## src/rtl/mult_booth.sv

```systemverilog
// Sequential signed radix-2 Booth multiplier: one Booth step per clock,
// full 2*WIDTH signed product presented on hi/lo with a one-cycle done pulse.
module mult_booth #(
    parameter int WIDTH = 32
) (
    input  logic             clk,
    input  logic             rst_n,
    input  logic             start,
    input  logic [WIDTH-1:0] a,
    input  logic [WIDTH-1:0] b,
    output logic             busy,
    output logic             done,
    output logic [WIDTH-1:0] hi,
    output logic [WIDTH-1:0] lo
);

    localparam int CNT_W = $clog2(WIDTH + 1);
    localparam logic [CNT_W-1:0] LAST_STEP = CNT_W'(WIDTH - 1);

    typedef enum logic [1:0] {
        ST_IDLE = 2'd0,
        ST_RUN  = 2'd1,
        ST_DONE = 2'd2
    } state_t;

    state_t             state_q;
    // One guard bit on A and M keeps A-M exact when M is the most negative value.
    logic [WIDTH:0]     acc_q;
    logic [WIDTH:0]     m_q;
    logic [WIDTH-1:0]   q_q;
    logic               qm1_q;
    logic [CNT_W-1:0]   cnt_q;
    logic               busy_q;
    logic               done_q;
    logic [WIDTH-1:0]   hi_q;
    logic [WIDTH-1:0]   lo_q;

    logic [WIDTH:0]     sum_d;
    logic [WIDTH:0]     acc_d;
    logic [WIDTH-1:0]   q_d;
    logic               qm1_d;

    // Booth add/subtract followed by the arithmetic right shift of {A,Q,q_-1}.
    always_comb begin
        sum_d = acc_q;
        unique case ({q_q[0], qm1_q})
            2'b01:   sum_d = acc_q + m_q;
            2'b10:   sum_d = acc_q - m_q;
            default: sum_d = acc_q;
        endcase
        acc_d = {sum_d[WIDTH], sum_d[WIDTH:1]};
        q_d   = {sum_d[0], q_q[WIDTH-1:1]};
        qm1_d = q_q[0];
    end

    always_ff @(posedge clk or negedge rst_n) begin
        if (!rst_n) begin
            state_q <= ST_IDLE;
            acc_q   <= '0;
            m_q     <= '0;
            q_q     <= '0;
            qm1_q   <= 1'b0;
            cnt_q   <= '0;
            busy_q  <= 1'b0;
            done_q  <= 1'b0;
            hi_q    <= '0;
            lo_q    <= '0;
        end else begin
            unique case (state_q)
                ST_IDLE: begin
                    done_q <= 1'b0;
                    if (start) begin
                        m_q     <= {a[WIDTH-1], a};
                        q_q     <= b;
                        acc_q   <= '0;
                        qm1_q   <= 1'b0;
                        cnt_q   <= '0;
                        busy_q  <= 1'b1;
                        state_q <= ST_RUN;
                    end
                end
                ST_RUN: begin
                    acc_q <= acc_d;
                    q_q   <= q_d;
                    qm1_q <= qm1_d;
                    cnt_q <= cnt_q + CNT_W'(1);
                    if (cnt_q == LAST_STEP) begin
                        hi_q    <= acc_d[WIDTH-1:0];
                        lo_q    <= q_d;
                        busy_q  <= 1'b0;
                        done_q  <= 1'b1;
                        state_q <= ST_DONE;
                    end
                end
                ST_DONE: begin
                    done_q  <= 1'b0;
                    state_q <= ST_IDLE;
                end
                default: begin
                    busy_q  <= 1'b0;
                    done_q  <= 1'b0;
                    state_q <= ST_IDLE;
                end
            endcase
        end
    end

    assign busy = busy_q;
    assign done = done_q;
    assign hi   = hi_q;
    assign lo   = lo_q;

endmodule

```

## config.mk

```make
export PLATFORM = sky130hd
export DESIGN_NAME = mult_booth
export DESIGN_NICKNAME = d
export VERILOG_FILES = /design/src/rtl/mult_booth.sv
export SDC_FILE = /design/constraint.sdc
export NUM_CORES = 1
export LEC_CHECK = 0
export ABC_CLOCK_PERIOD_IN_PS = 7150
export BUFFER_PORTS_ARGS = -buffer_cell sky130_fd_sc_hd__buf_2
export CORE_ASPECT_RATIO = 1.4
export CORE_MARGIN = 2
export CORE_UTILIZATION = 24
export DETAILED_ROUTE_END_ITERATION = 8
export GPL_TIMING_DRIVEN = 0
export SETUP_SLACK_MARGIN = 0.02
export SLEW_MARGIN = 0
export SYNTH_ARGS = -nofsm -noshare
export SYNTH_HDL_FRONTEND = slang
export SYNTH_SLANG_ARGS = --single-unit
```

## constraint.sdc

```tcl
create_clock -name clk -period 7.15 [get_ports clk]
set_input_delay 0.3575 -clock clk [delete_from_list [all_inputs] [get_ports clk]]
set_output_delay 0.3575 -clock clk [all_outputs]
set_load 0.01 [all_outputs]
```

==> flow_summary.toml <==
[logic_synthesis]
synth.yosys.warnings = 0
synth_area_mm2 = 0.00973
synth_fp_nets = 1194
ys_seq_area_share_pct = 44.0
syn_inst = 1091
syn-mean-instance-area_um2 = 8.92
synth_unique_cells = 70
synth_top_area_cell = "dfrtp_1"
synth_async_sr_flop_share_pct = 100
synth_edf_count = 0
synth.most_common_cell = "nand2_1"
yosys_register_bits = 171
ys_top_cells_by_area = "dfrtp_1 (44%), nand2_1 (7.7%), o21ai_0 (5.1%)"
yosysTopAreaCellShare_pct = 44.0
yosys_most_used_dff = "dfrtp_1"
synthTopCellsByCount = "nand2_1 (200), dfrtp_1 (171), o21ai_0 (100), a21oi_1 (90), nor2_1 (70)"

[hold_path]
min_path_type = "in2reg"

[critical_path]
cpLargestDelayFamily = "simple AND/OR/NAND/NOR gates"
timing.critical_path.fanout_max = 7
critPathArrivalTime_ns = 5.61
cp_slowest_stage_delay_ns = 0.66
timing.critical_path.cells = "nor3_1, and3_1, nand2_1, or3_1, clkbuf_1, nor3_1, a21oi_1, xnor2_1, ha_1, clkbuf_2, nand4_1, nor3_1, nand3_1, nor2_1, a221oi_2, a211oi_1, nor2_1, a2111oi_1, nand2_1"
crit_path_top_delay_cell = "a211oi_1"
cp.buffers_inverters = 2
critical_path_class = "reg2reg"
start_kind = "flop"
crit_required_ns = 7.46
end_kind = "flop"
critPathMostFrequentCell = "nor3_1"

[sta]
fmaxAchievable_mhz = 189
final-max-slew-violation-count = 0
setup_repair_after_global_routing_missed_its_margin = "no"
transition_time_at_the_pin_with_the_least_slew_margin_ns = 0.843
timing.final.crit_period_ns = 5.29
final_min_period_over_clock_period_pct = 74.0
final-hold-violation-count = 0
setup_viol = 0
clock_skew_ns = 0.0101
setup_total_negative_slack_ns = 0
timing.max_slew.rel_slack_pct = 43.8

[run_status]
status = "complete, no violations"

[layout]
final_layout_size_suffix_gt1_share_pct = 16.8
area_growth_pct = 20.2
area.sequential_mm2 = 0.00428
multi_input_comb_area_mm2 = 0.00512
fill_cells = 4225
final_net_count = 1347

[clock_network]
clkLatencyLatePin_ns = 0.45
cts_made_buffers = 17
cts_tree = "built"
clkSlewWorstSetupHoldPaths_ns = 0.07
htree_num_levels = 4
tritoncts_sinks = 171
cts-root-buf = "clkbuf_16"
ctsLongestPathBuffers = 2
cts_setup_buffers = 0

[run]
max_cap_viol_count = 0

[drt]
post_drt_via_cell_ratio = 4.67
drt_first_iter_violations = 488
wl_um = 30300
antenna_violating_nets_post_route = 0
dr_total_vias = 8374
avgRoutedWirePerCell_um = 16.9
drcViolationCount = 0
drt-pass1-iter-count = 5

[floorplan]
starting_utilization_of_the_core_area_pct = 24.2
design.die.area_mm2 = 0.0422
die_width_um = 174
row_count = 87
die-height_um = 242
floorplan.io_pins = 133
placeableCoreArea_mm2 = 0.0402

[power_and_ir_drop]
totalPowerFinal_mw = 6.03
highest_ir_drop_seen_on_vdd_mv = 0.221
total_leakage_power_nw = 5.28
power.density_mw_per_mm2 = 515

[place]
half_perimeter_wire_length_after_detailed_placement_um = 23500
io_buffer_count = 132
weighted_congestion_reported_at_the_end_of_routability_driven_placement = 0.888

[global_routing]
first_global_vias = 8406
globalRouteTotalUtil_pct = 14.5
global_route.overflow_total = 0
grt_max_degree = 110
antenna_violations_before_repair = 2
grt_pass1_wl_um = 47500
## path summary, 6_finish.rpt
check,startpoint,endpoint,slack [ns],cells past startpoint
hold / removal,a[0],m_q[0],0.12,3
setup reg to reg,m_q[3],hi[31],1.86,19
min in group asynchronous,rst_n,m_q[6],0.42,2
hold reg to reg,lo[25],lo[25],0.47,2
max in group asynchronous,rst_n,lo[10],5.80,3
setup / recovery,m_q[3],hi[31],1.86,19
## flip-flops by register name, summed over array words and instances, names as in the netlist
| signal | cells |
|---|---|
| cnt_q | 6 |
| busy | 1 |
| m_q | 32 |
| done | 1 |
| hi | 32 |
| lo | 32 |
| qm1_q | 1 |
| acc_q | 32 |
| q_q | 32 |
| state_q | 2 |
## worst reg2reg max path: cells and delay by family, from the launching register on
kind / cells / cell delay (ns)
flip-flops: 1 / 0.43
AND/OR/NAND/NOR: 11 / 2.56
buffers and inverters: 2 / 0.40
adder cells (fa/ha/maj): 1 / 0.27
AO/OA/AOI/OAI: 4 / 1.35
XOR/XNOR: 1 / 0.16
## repair_timing
action | CTS | global route
hold buffers | 1 | 0
gates resized for setup | 0 | 0
endpoints found under the hold margin | 62 | 0
## layout by cell type (no fill, tap or decap), drive strengths merged, types with 15 or more instances in the layout
cell type / n
a21o: 24
buf: 147
nand2: 201
o21ai: 108
nor3: 15
mux2: 30
a21oi: 91
inv: 24
a22oi: 31
xor2: 18
dfrtp: 171
ha: 35
xnor2: 39
nor2b: 37
nor2: 70
clkbuf: 74
## where the power goes
part / leakage (nW) / switching [mW] / internal [mW]
clock: 0.285 / 0.424 / 0.523
sequential: 2.06 / 0.344 / 1.35
combinational: 2.93 / 1.98 / 1.42
total: 5.28 / 2.74 / 3.28
## cell families (layout without fill, tap and decap cells)
family,Yosys count,in the layout,share of synthesized area [%]
buf+inv,87,253,3.47
flops,171,171,44.0
compound gates,326,326,21.0
other cells,0,1,0
mux,38,38,4.29
simple gates,376,376,17.5
xor+xnor,57,57,5.13
fa+ha+maj,36,36,4.70
## per-layer routing
| layer | vias up | track usage (%) | share of wire [%] | wire length [um] |
|---|---|---|---|---|
| li1 | 4130 | - | - | - |
| met1 | 4015 | 17.1 | 42 | 12900 |
| met2 | 187 | 25.7 | 51 | 15500 |
| met3 | 42 | 2.76 | 4.0 | 1200 |
| met4 | 0 | 5.78 | 2.6 | 788 |
| met5 | - | 0 | 0 | 0 |
## through the flow
step | instances | hold WS (ns) | setup WS [ns] | util [%] | instance area (um2)
final | 1792 | 0.120 | 1.86 | 29.1 | 11700
after global routing | 1791 | 0.121 | 1.31 | 29.1 | 11700
after CTS | 1791 | 0.0969 | 1.88 | 29.1 | 11700
after detailed placement | 1758 | 0.317 | 1.92 | 27.6 | 11100
after global placement | 1757 | 0.453 | 1.94 | 27.5 | 11100
after floorplan | 1091 | 0.0619 | 2.81 | - | 9730
## area by class of cell
class,count,area share [%]
inverter,21,0.674
sequential,171,36.6
antenna,1,0.0214
multi-input combinational,833,43.7
tap,534,5.71
timing repair buffer,134,6.05
buffer,66,2.21
clock buffer,22,4.14
clock inverter,10,0.898
No activity file was read; power rests on OpenSTA's default activity.
